File: src/rtl/matrix_stream_tx_pkg.sv
// rtl/matrix_stream_tx_pkg.sv - shared state encoding and index/offset helpers for matrix_stream_tx
package matrix_stream_tx_pkg;

  typedef enum logic [0:0] {
    ST_IDLE = 1'b0,
    ST_SEND = 1'b1
  } state_t;

  function automatic int idx_w(input int n);
    return (n > 1) ? $clog2(n) : 1;
  endfunction

  // Same element placement the multiplier's pack/unpack macros use.
  function automatic int elem_offset(input int i, input int j, input int cols, input int bitlength);
    return (i * cols + j) * bitlength;
  endfunction

endpackage

File: src/rtl/matrix_stream_tx_if.sv
// rtl/matrix_stream_tx_if.sv - packed-matrix capture and element-stream handshake signals
interface matrix_stream_tx_if #(
  parameter int bitlength = 8,
  parameter int ROWS      = 4,
  parameter int COLS      = 3
) ();
  import matrix_stream_tx_pkg::*;

  localparam int RW = idx_w(ROWS);
  localparam int CW = idx_w(COLS);

  logic                           in_valid;
  logic                           in_ready;
  logic [ROWS*COLS*bitlength-1:0] in_mat;
  logic                           out_valid;
  logic                           out_ready;
  logic [bitlength-1:0]           out_data;
  logic [RW-1:0]                  out_row;
  logic [CW-1:0]                  out_col;
  logic                           out_last_col;
  logic                           out_last;

  modport master (
    output in_valid, in_mat, out_ready,
    input  in_ready, out_valid, out_data, out_row, out_col, out_last_col, out_last
  );

  modport slave (
    input  in_valid, in_mat, out_ready,
    output in_ready, out_valid, out_data, out_row, out_col, out_last_col, out_last
  );

endinterface

File: src/rtl/matrix_idx_counter.sv
// rtl/matrix_idx_counter.sv - row/col walk counter with wrap and last flags; MATRIX_TX_COL_MAJOR_EN selects column-major order
module matrix_idx_counter
  import matrix_stream_tx_pkg::*;
#(
  parameter int ROWS = 4,
  parameter int COLS = 3,
  parameter int RW   = idx_w(ROWS),
  parameter int CW   = idx_w(COLS)
) (
  input  logic          clk,
  input  logic          rst_n,
  input  logic          clr,
  input  logic          en,
  output logic [RW-1:0] row,
  output logic [CW-1:0] col,
  output logic          last_col,
  output logic          last
);

  logic row_end;
  logic col_end;

  assign row_end = (row == RW'(ROWS - 1));
  assign col_end = (col == CW'(COLS - 1));

  always_ff @(posedge clk or negedge rst_n) begin
    if (!rst_n) begin
      row <= '0;
      col <= '0;
    end else if (clr) begin
      row <= '0;
      col <= '0;
    end else if (en) begin
`ifdef MATRIX_TX_COL_MAJOR_EN
      row <= row_end ? '0 : row + RW'(1);
      if (row_end) col <= col_end ? '0 : col + CW'(1);
`else
      col <= col_end ? '0 : col + CW'(1);
      if (col_end) row <= row_end ? '0 : row + RW'(1);
`endif
    end
  end

`ifdef MATRIX_TX_COL_MAJOR_EN
  assign last_col = row_end;
`else
  assign last_col = col_end;
`endif
  assign last = row_end && col_end;

endmodule

File: src/rtl/matrix_stream_tx.sv
// rtl/matrix_stream_tx.sv - captures a packed matrix and streams it one tagged element per beat
// Order: row-major by default, column-major when MATRIX_TX_COL_MAJOR_EN is defined.
module matrix_stream_tx
  import matrix_stream_tx_pkg::*;
#(
  parameter int bitlength = 8,
  parameter int ROWS      = 4,
  parameter int COLS      = 3
) (
  input  logic               clk,
  input  logic               rst_n,
  matrix_stream_tx_if.slave  bus
);

  localparam int RW    = idx_w(ROWS);
  localparam int CW    = idx_w(COLS);
  localparam int NBITS = ROWS * COLS * bitlength;

  state_t           state_q;
  state_t           state_d;
  logic [NBITS-1:0] mat_q;
  logic [RW-1:0]    row;
  logic [CW-1:0]    col;
  logic             last_col;
  logic             last;
  logic             capture;
  logic             beat;

  assign capture = (state_q == ST_IDLE) && bus.in_valid;
  assign beat    = (state_q == ST_SEND) && bus.out_ready;

  always_ff @(posedge clk or negedge rst_n) begin
    if (!rst_n) state_q <= ST_IDLE;
    else        state_q <= state_d;
  end

  always_comb begin
    state_d = state_q;
    case (state_q)
      ST_IDLE: if (bus.in_valid)  state_d = ST_SEND;
      ST_SEND: if (beat && last)  state_d = ST_IDLE;
      default:                    state_d = ST_IDLE;
    endcase
  end

  // Buffer contents are don't-care until the first capture, so no reset.
  always_ff @(posedge clk) begin
    if (capture) mat_q <= bus.in_mat;
  end

  matrix_idx_counter #(
    .ROWS (ROWS),
    .COLS (COLS),
    .RW   (RW),
    .CW   (CW)
  ) u_idx (
    .clk      (clk),
    .rst_n    (rst_n),
    .clr      (capture),
    .en       (beat),
    .row      (row),
    .col      (col),
    .last_col (last_col),
    .last     (last)
  );

  always_comb begin
    bus.in_ready     = 1'b0;
    bus.out_valid    = 1'b0;
    bus.out_data     = '0;
    bus.out_row      = '0;
    bus.out_col      = '0;
    bus.out_last_col = 1'b0;
    bus.out_last     = 1'b0;
    case (state_q)
      ST_IDLE: bus.in_ready = 1'b1;
      ST_SEND: begin
        bus.out_valid    = 1'b1;
        bus.out_data     = mat_q[elem_offset(int'(row), int'(col), COLS, bitlength) +: bitlength];
        bus.out_row      = row;
        bus.out_col      = col;
        bus.out_last_col = last_col;
        bus.out_last     = last;
      end
      default: bus.in_ready = 1'b0;
    endcase
  end

endmodule

File: src/flat_wrapper.sv
// flat-port wrapper written by rule: the top's interface ports become plain ports
module matrix_stream_tx_flat import matrix_stream_tx_pkg::*;
#(
  parameter int bitlength = 8,
  parameter int ROWS      = 4,
  parameter int COLS      = 3
)
  (clk, rst_n, bus_in_valid, bus_in_mat, bus_out_ready, bus_in_ready, bus_out_valid, bus_out_data, bus_out_row, bus_out_col, bus_out_last_col, bus_out_last);
  matrix_stream_tx_if #(.bitlength(bitlength), .ROWS(ROWS), .COLS(COLS)) bus_i ();
  input  logic clk;
  input  logic rst_n;
  input wire logic [$bits(bus_i.in_valid)-1:0] bus_in_valid;
  input wire logic [$bits(bus_i.in_mat)-1:0] bus_in_mat;
  input wire logic [$bits(bus_i.out_ready)-1:0] bus_out_ready;
  output wire logic [$bits(bus_i.in_ready)-1:0] bus_in_ready;
  output wire logic [$bits(bus_i.out_valid)-1:0] bus_out_valid;
  output wire logic [$bits(bus_i.out_data)-1:0] bus_out_data;
  output wire logic [$bits(bus_i.out_row)-1:0] bus_out_row;
  output wire logic [$bits(bus_i.out_col)-1:0] bus_out_col;
  output wire logic [$bits(bus_i.out_last_col)-1:0] bus_out_last_col;
  output wire logic [$bits(bus_i.out_last)-1:0] bus_out_last;
  assign bus_i.in_valid = bus_in_valid;
  assign bus_i.in_mat = bus_in_mat;
  assign bus_i.out_ready = bus_out_ready;
  assign bus_in_ready = bus_i.in_ready;
  assign bus_out_valid = bus_i.out_valid;
  assign bus_out_data = bus_i.out_data;
  assign bus_out_row = bus_i.out_row;
  assign bus_out_col = bus_i.out_col;
  assign bus_out_last_col = bus_i.out_last_col;
  assign bus_out_last = bus_i.out_last;
  matrix_stream_tx #(.bitlength(bitlength), .ROWS(ROWS), .COLS(COLS)) u_core (.clk(clk), .rst_n(rst_n), .bus(bus_i));
endmodule
File: config.mk
export PLATFORM = sky130hd
export DESIGN_NAME = matrix_stream_tx_flat
export DESIGN_NICKNAME = d
export VERILOG_FILES = /design/src/rtl/matrix_stream_tx_pkg.sv /design/src/rtl/matrix_stream_tx_if.sv /design/src/rtl/matrix_idx_counter.sv /design/src/rtl/matrix_stream_tx.sv /design/src/flat_wrapper.sv
export SDC_FILE = /design/constraint.sdc
export NUM_CORES = 1
export LEC_CHECK = 0
export CORE_MARGIN = 8
export CORE_UTILIZATION = 53
export DETAILED_ROUTE_END_ITERATION = 6
export HOLD_SLACK_MARGIN = 0.15
export PLACE_DENSITY = 0.86
export SYNTH_ARGS = -nofsm -noshare
export SYNTH_HDL_FRONTEND = slang
export SYNTH_SLANG_ARGS = --single-unit
File: constraint.sdc
create_clock -name clk -period 14.83 [get_ports clk]
set_clock_uncertainty 0.05 [all_clocks]
set_input_delay 2.966 -clock clk [delete_from_list [all_inputs] [get_ports clk]]
set_output_delay 2.966 -clock clk [all_outputs]
set_load 0.03 [all_outputs]
==> results of run 1 <==
-- placed cells by master (no fill, tap or decap), types with 5 or more instances in the layout --
cell / Yosys / layout
a211oi_1: 8 / 8
a22oi_1: 8 / 8
clkbuf_8: 0 / 9
clkdlybuf4s50_1: 0 / 115
dfrtp_1: 5 / 5
edfxtp_1: 96 / 96
mux2_1: 6 / 6
mux2i_1: 24 / 24
mux4_2: 8 / 8
nand3b_1: 16 / 16
nand4_1: 8 / 8
nor2_1: 5 / 5
nor3_1: 18 / 18
nor3b_1: 32 / 32
-- sequential cells by signal (all words and copies together) (netlist names) --
register / flops
u_core.u_idx.col: 2
u_core.mat_q: 96
u_core.u_idx.row: 2
u_core.state_q: 1
-- worst paths after layout --
kind | start | end | slack [ps] | cells past startpoint
max reg2reg | u_core.state_q | u_core.mat_q[69] | 12790 | 2
min reg2reg | u_core.u_idx.row[1] | u_core.u_idx.row[1] | 570 | 2
min in group asynchronous | rst_n | u_core.state_q | 2770 | 1
min | u_core.u_idx.row[1] | u_core.u_idx.row[1] | 570 | 2
max | u_core.u_idx.row[0] | bus_out_data[1] | 7920 | 9
max in group asynchronous | rst_n | u_core.u_idx.row[1] | 11760 | 1
-- kinds of logic after synthesis --
| kind of cell | share of synthesized area [%] |
|---|---|
| simple gates | 13.0 |
| buf+inv | 3.17 |
| xor+xnor | 0.552 |
| fa+ha+maj | 1.82 |
| flops | 66.3 |
| compound gates | 3.89 |
| mux | 11.3 |
-- layout make-up --
type / count / area (sq um)
Sequential cell: 101 / 3010
Clock buffer: 9 / 124
Inverter: 7 / 26.3
Timing Repair Buffer: 119 / 1180
Clock inverter: 6 / 113
Multi-Input combinational cell: 165 / 1410
Fill cell: 551 / 2270
Tap cell: 105 / 131
-- through the flow --
step	hold WS, ps	std cells	total power, W
2_1_floorplan	498	294	0.000979
3_3_place_gp	526	497	0.00121
3_5_place_dp	547	497	0.00123
4_1_cts	570	512	0.00143
5_1_grt	593	512	0.00150
6_report	567	512	0.00142
-- worst register-to-register path, stage by stage (launching register included) --
cell     delay [ps]
dfrtp_1         510
nor2b_4         140
buf_4           880
-- report_power, final --
group	total, W	switching (W)	internal, W	leakage, nW
combinational	0.000880	0.000501	0.000379	0.906
sequential	0.000336	0.0000107	0.000325	0.923
clock	0.000204	0.0000922	0.000111	0.119
-- routing by layer --
layer,up-vias,global-route usage (%),part of all wire [%]
met4,0,8.90,2.7
met1,1404,21.0,39
met5,-,0,0
met3,19,3.93,5.5
met2,98,29.9,52
li1,1371,-,-
==> results_dict.tcl, run 1 <==
set metrics [dict create \
    status "finished, final reports clean" \
    fin_util_pct 72.6 \
    ys_seq_area_share_pct 66.3 \
    post-cts-setup-buffers 0 \
    ir_drop_uv 162 \
    min_period_ps 6910 \
    die-width_um 109 \
    syn_nets 400 \
    clockBufferDepth 2 \
    wl_um 10300 \
    fp-row-count 33 \
    cts_buffers 9 \
    worstPathMaxFanout 72 \
    async_flop_share_pct 4.95 \
    yosys_most_used_dff "edfxtp_1" \
    synthTopCellsByCount "edfxtp_1 (96), nor3b_1 (32), mux2i_1 (24)" \
    syn_area_per_cell_sq_um 15.4 \
    cp_num_buf_inv 3 \
    clkLatencyLatePin_ps 360 \
    synth_top_cell_by_area "edfxtp_1" \
    cts_resized 0 \
    ant_nets 0 \
    synth_edf_count 96 \
    drc 0 \
    first_pass_iters 5 \
    die_area_sq_um 11800 \
    syn_to_final_growth_pct 32.1 \
    place_ws_ps 8330 \
    synth_cell_type_count 36 \
    cp.required_ps 11810 \
    relSlewSlack_pct 19.5 \
    cp_top_family "buffers and inverters" \
    cts_hold_buf 0 \
    fmax_mhz 145 \
    finalMaxSlewViolations 0 \
    grt_pass1_wl_um 15800 \
    vias 2892 \
    dr.first_iter.drc_count 159 \
    powerDensity_nw_per_um2 237 \
    final_nets 509 \
    die_h_um 109 \
    p_leak_nw 1.95 \
    cp-start-kind "register" \
    finalHoldViolCount 0 \
    setup_viol 0 \
    dpl_cell_area_sq_um 5760 \
    crit_arrival_ps 3890 \
    clockRootBuffer "clkbuf_8" \
    htree_levels 3 \
    slowest_stage "clkdlybuf4s50_1" \
    final_layout_size_suffix_gt1_share_pct 9.09 \
    via_per_inst 5.65 \
    gp_congestion 0.810 \
    setup_slack_ps 7920 \
    tightest_slew_ps 1210 \
    port_buffers 115 \
    stdcell_area_sq_um 5990 \
    gr-total-overflow 0 \
    hold_path_class "reg -> reg" \
    endpoint_kind "output pin" \
    grt_start_max_net_pins 99 \
    grt_usage_pct 17.7 \
    synth_seq_cells 101 \
    cts.sinks 101 \
    rsz0062_at_grt "false" \
    ios 116 \
    tns_ps 0 \
    cp_slowest_stage_delay_ps 770 \
    initial_core_util_pct 54.9 \
    antenna_found_initial 0 \
    drv_cap 0 \
    path_cells "inv_1 > ha_1 > fa_2 > buf_4 > nor3_1 > mux2i_1 > nand4_1 > a211oi_1 > clkdlybuf4s50_1" \
    critPathKind "reg -> out" \
    antenna_cells 0 \
    wire_per_inst_um 20.1 \
    grt_pass1_vias 3081 \
    place_hpwl_um 7380 \
    yosysWarnings 0 \
    core-area_sq_um 8260 \
    clk_pin_slew_worst_paths_ps 100 \
    synth_top_area_share_pct 63.5 \
    period_share_pct 46.6 \
    synthMostInstantiatedCell "edfxtp_1" \
    cts_tree "yes" \
    synthCells 294 \
    synth_area_sq_um 4540 \
    yosys-top-cells-area "edfxtp_1 (64%), mux2i_1 (5.3%), nor3b_1 (5.3%)" \
]
Power figures use the tool's default switching activity.
==> run 2, diff against run 1 <==
CORE_UTILIZATION = 49   (was 53)
PLACE_DENSITY = 0.8   (was 0.86)
clock period = 6.8 ns   (was 14.83 ns; I/O delays follow)
==> results_dict.tcl, run 2 (same netlist as run 1, synthesis figures left out) <==
set metrics [dict create \
    critPathCapture "bus_out_data[7]" \
    worstHoldPathCells 2 \
    antenna_cells 0 \
    fp-row-count 35 \
    critPathKind "reg -> out" \
    final_nets 511 \
    grt_usage_pct 17.0 \
    fmax_mhz 173 \
    largest_reg_flops 96 \
    drv_cap 0 \
    clockRootBuffer "clkbuf_8" \
    crit_arrival_ps 4360 \
    slowest_stage "fa_2" \
    post-cts-setup-buffers 0 \
    cp_slowest_stage_delay_ps 1190 \
    crit_start "u_core.u_idx.row[0]" \
    htree_levels 3 \
    cts_tree "yes" \
    clk_pin_slew_worst_paths_ps 100 \
    first_pass_iters 4 \
    ios 116 \
    cts.sinks 101 \
    status "finished, final reports clean" \
    tns_ps 0 \
    ff2ff_path_depth 3 \
    fill_cells 661 \
    via_per_inst 5.58 \
    layout_commonest_cell "clkdlybuf4s50_1" \
    cp-start-kind "register" \
    min_period_ps 5770 \
    final_cells 521 \
    path_cells "inv_1 > ha_1 > fa_2 > buf_4 > nor3_1 > mux2i_1 > nand4_1 > a211oi_1 > clkdlybuf4s50_1" \
    endpoint_kind "output pin" \
    die_h_um 112 \
    cts_buffers 9 \
    drc 0 \
    clockBufferDepth 2 \
    die_area_sq_um 12600 \
    grt_pass1_wl_um 16800 \
    core-area_sq_um 9110 \
    finalHoldViolCount 0 \
    cp.required_ps 5390 \
    wire_per_inst_um 19.9 \
    gp_congestion 0.774 \
    syn_to_final_growth_pct 31.5 \
    grt_start_max_net_pins 59 \
    relSlewSlack_pct 36.9 \
    p_leak_nw 1.94 \
    dp.cells 505 \
    gr-total-overflow 0 \
    most-common-layout-cells "clkdlybuf4s50_1 (115), edfxtp_1 (96), nor3b_1 (32)" \
    finalMaxSlewViolations 0 \
    period_share_pct 84.8 \
    grt_pass1_vias 3213 \
    regMostFlops "u_core.mat_q" \
    ant_nets 0 \
    r2r_setup_slack_ps 4590 \
    vias 2905 \
    setup_viol 0 \
    antenna_found_initial 0 \
    dr.first_iter.drc_count 190 \
    powerDensity_nw_per_um2 512 \
    rsz0062_at_grt "false" \
    cts_hold_buf 0 \
    final_layout_size_suffix_gt1_share_pct 9.51 \
    reg.largest.list "u_core.mat_q: 96 flops, u_core.u_idx.col: 2 flops, u_core.u_idx.row: 2 flops" \
    r2r_start "u_core.state_q" \
    hold_path_class "reg -> reg" \
    initial_core_util_pct 49.8 \
    r2r-end "u_core.mat_q[55]" \
    worstPathMaxFanout 53 \
    place_hpwl_um 7630 \
    cts_resized 0 \
    port_buffers 115 \
    die-width_um 112 \
    tightest_slew_ps 947 \
    ir_drop_uv 502 \
    clkLatencyLatePin_ps 350 \
    wl_um 10400 \
]
run 2: cell types whose count changed in the layout (fill, tap and decap cells not counted), sizes merged:
cell,change
bufinv,-3
buf,+2
inv,+5
clkinv,-1
run 2: stage by stage:
step,hold WS [ps],power (W),worst slack (ps),instance area (sq um),utilization [%]
detailed placement,566,0.00272,1470,5780,63.4
finish,575,0.00306,1030,5970,65.5
floorplan,498,0.00213,583,4540,-
CTS,577,0.00308,1060,5970,65.5
global route,632,0.00323,833,5970,65.5
global placement,526,0.00269,1600,5780,63.4
run 2: worst min-delay path by stage:
stage	slack (ps)	to	startpoint
4_1_cts	580	u_core.u_idx.row[0]	u_core.u_idx.row[0]
2_1_floorplan	500	u_core.u_idx.row[1]	u_core.u_idx.row[1]
6_report	580	u_core.u_idx.row[0]	u_core.u_idx.row[0]
3_3_place_gp	530	u_core.u_idx.row[1]	u_core.u_idx.row[1]
5_1_grt	630	u_core.u_idx.row[0]	u_core.u_idx.row[0]
3_5_place_dp	570	u_core.u_idx.row[0]	u_core.u_idx.row[0]
run 2: area by class of cell:
type,count,area [sq um],area share (%)
timing repair buffer,121,1200,20.1
clock buffer,9,124,2.08
sequential,101,3010,50.4
tap,111,139,2.33
multi-input combinational,165,1410,23.6
clock inverter,7,63.8,1.07
inverter,7,26.3,0.440
run 2: per-layer routing:
layer	track usage, %	wire length, um	vias to the layer above
met5	0	0	-
met4	7.10	190	0
met3	4.94	601	12
met2	28.4	5260	96
met1	20.2	4300	1420
li1	-	-	1377
run 2: critical path: cells and delay by family (launching register included):
kind / cells / cell delay (ps)
muxes: 1 / 200
AOI/OAI and AO/OA: 1 / 370
adders and majority gates: 2 / 1540
and+or+nand+nor: 2 / 210
DFF: 1 / 450
buffers and inverters: 3 / 1200
run 2: where the power goes:
part | internal (W) | total, W | switching, W
logic | 0.000852 | 0.00196 | 0.00111
clock network | 0.000143 | 0.000363 | 0.000220
registers | 0.000709 | 0.000731 | 0.0000229
total | 0.00170 | 0.00306 | 0.00135
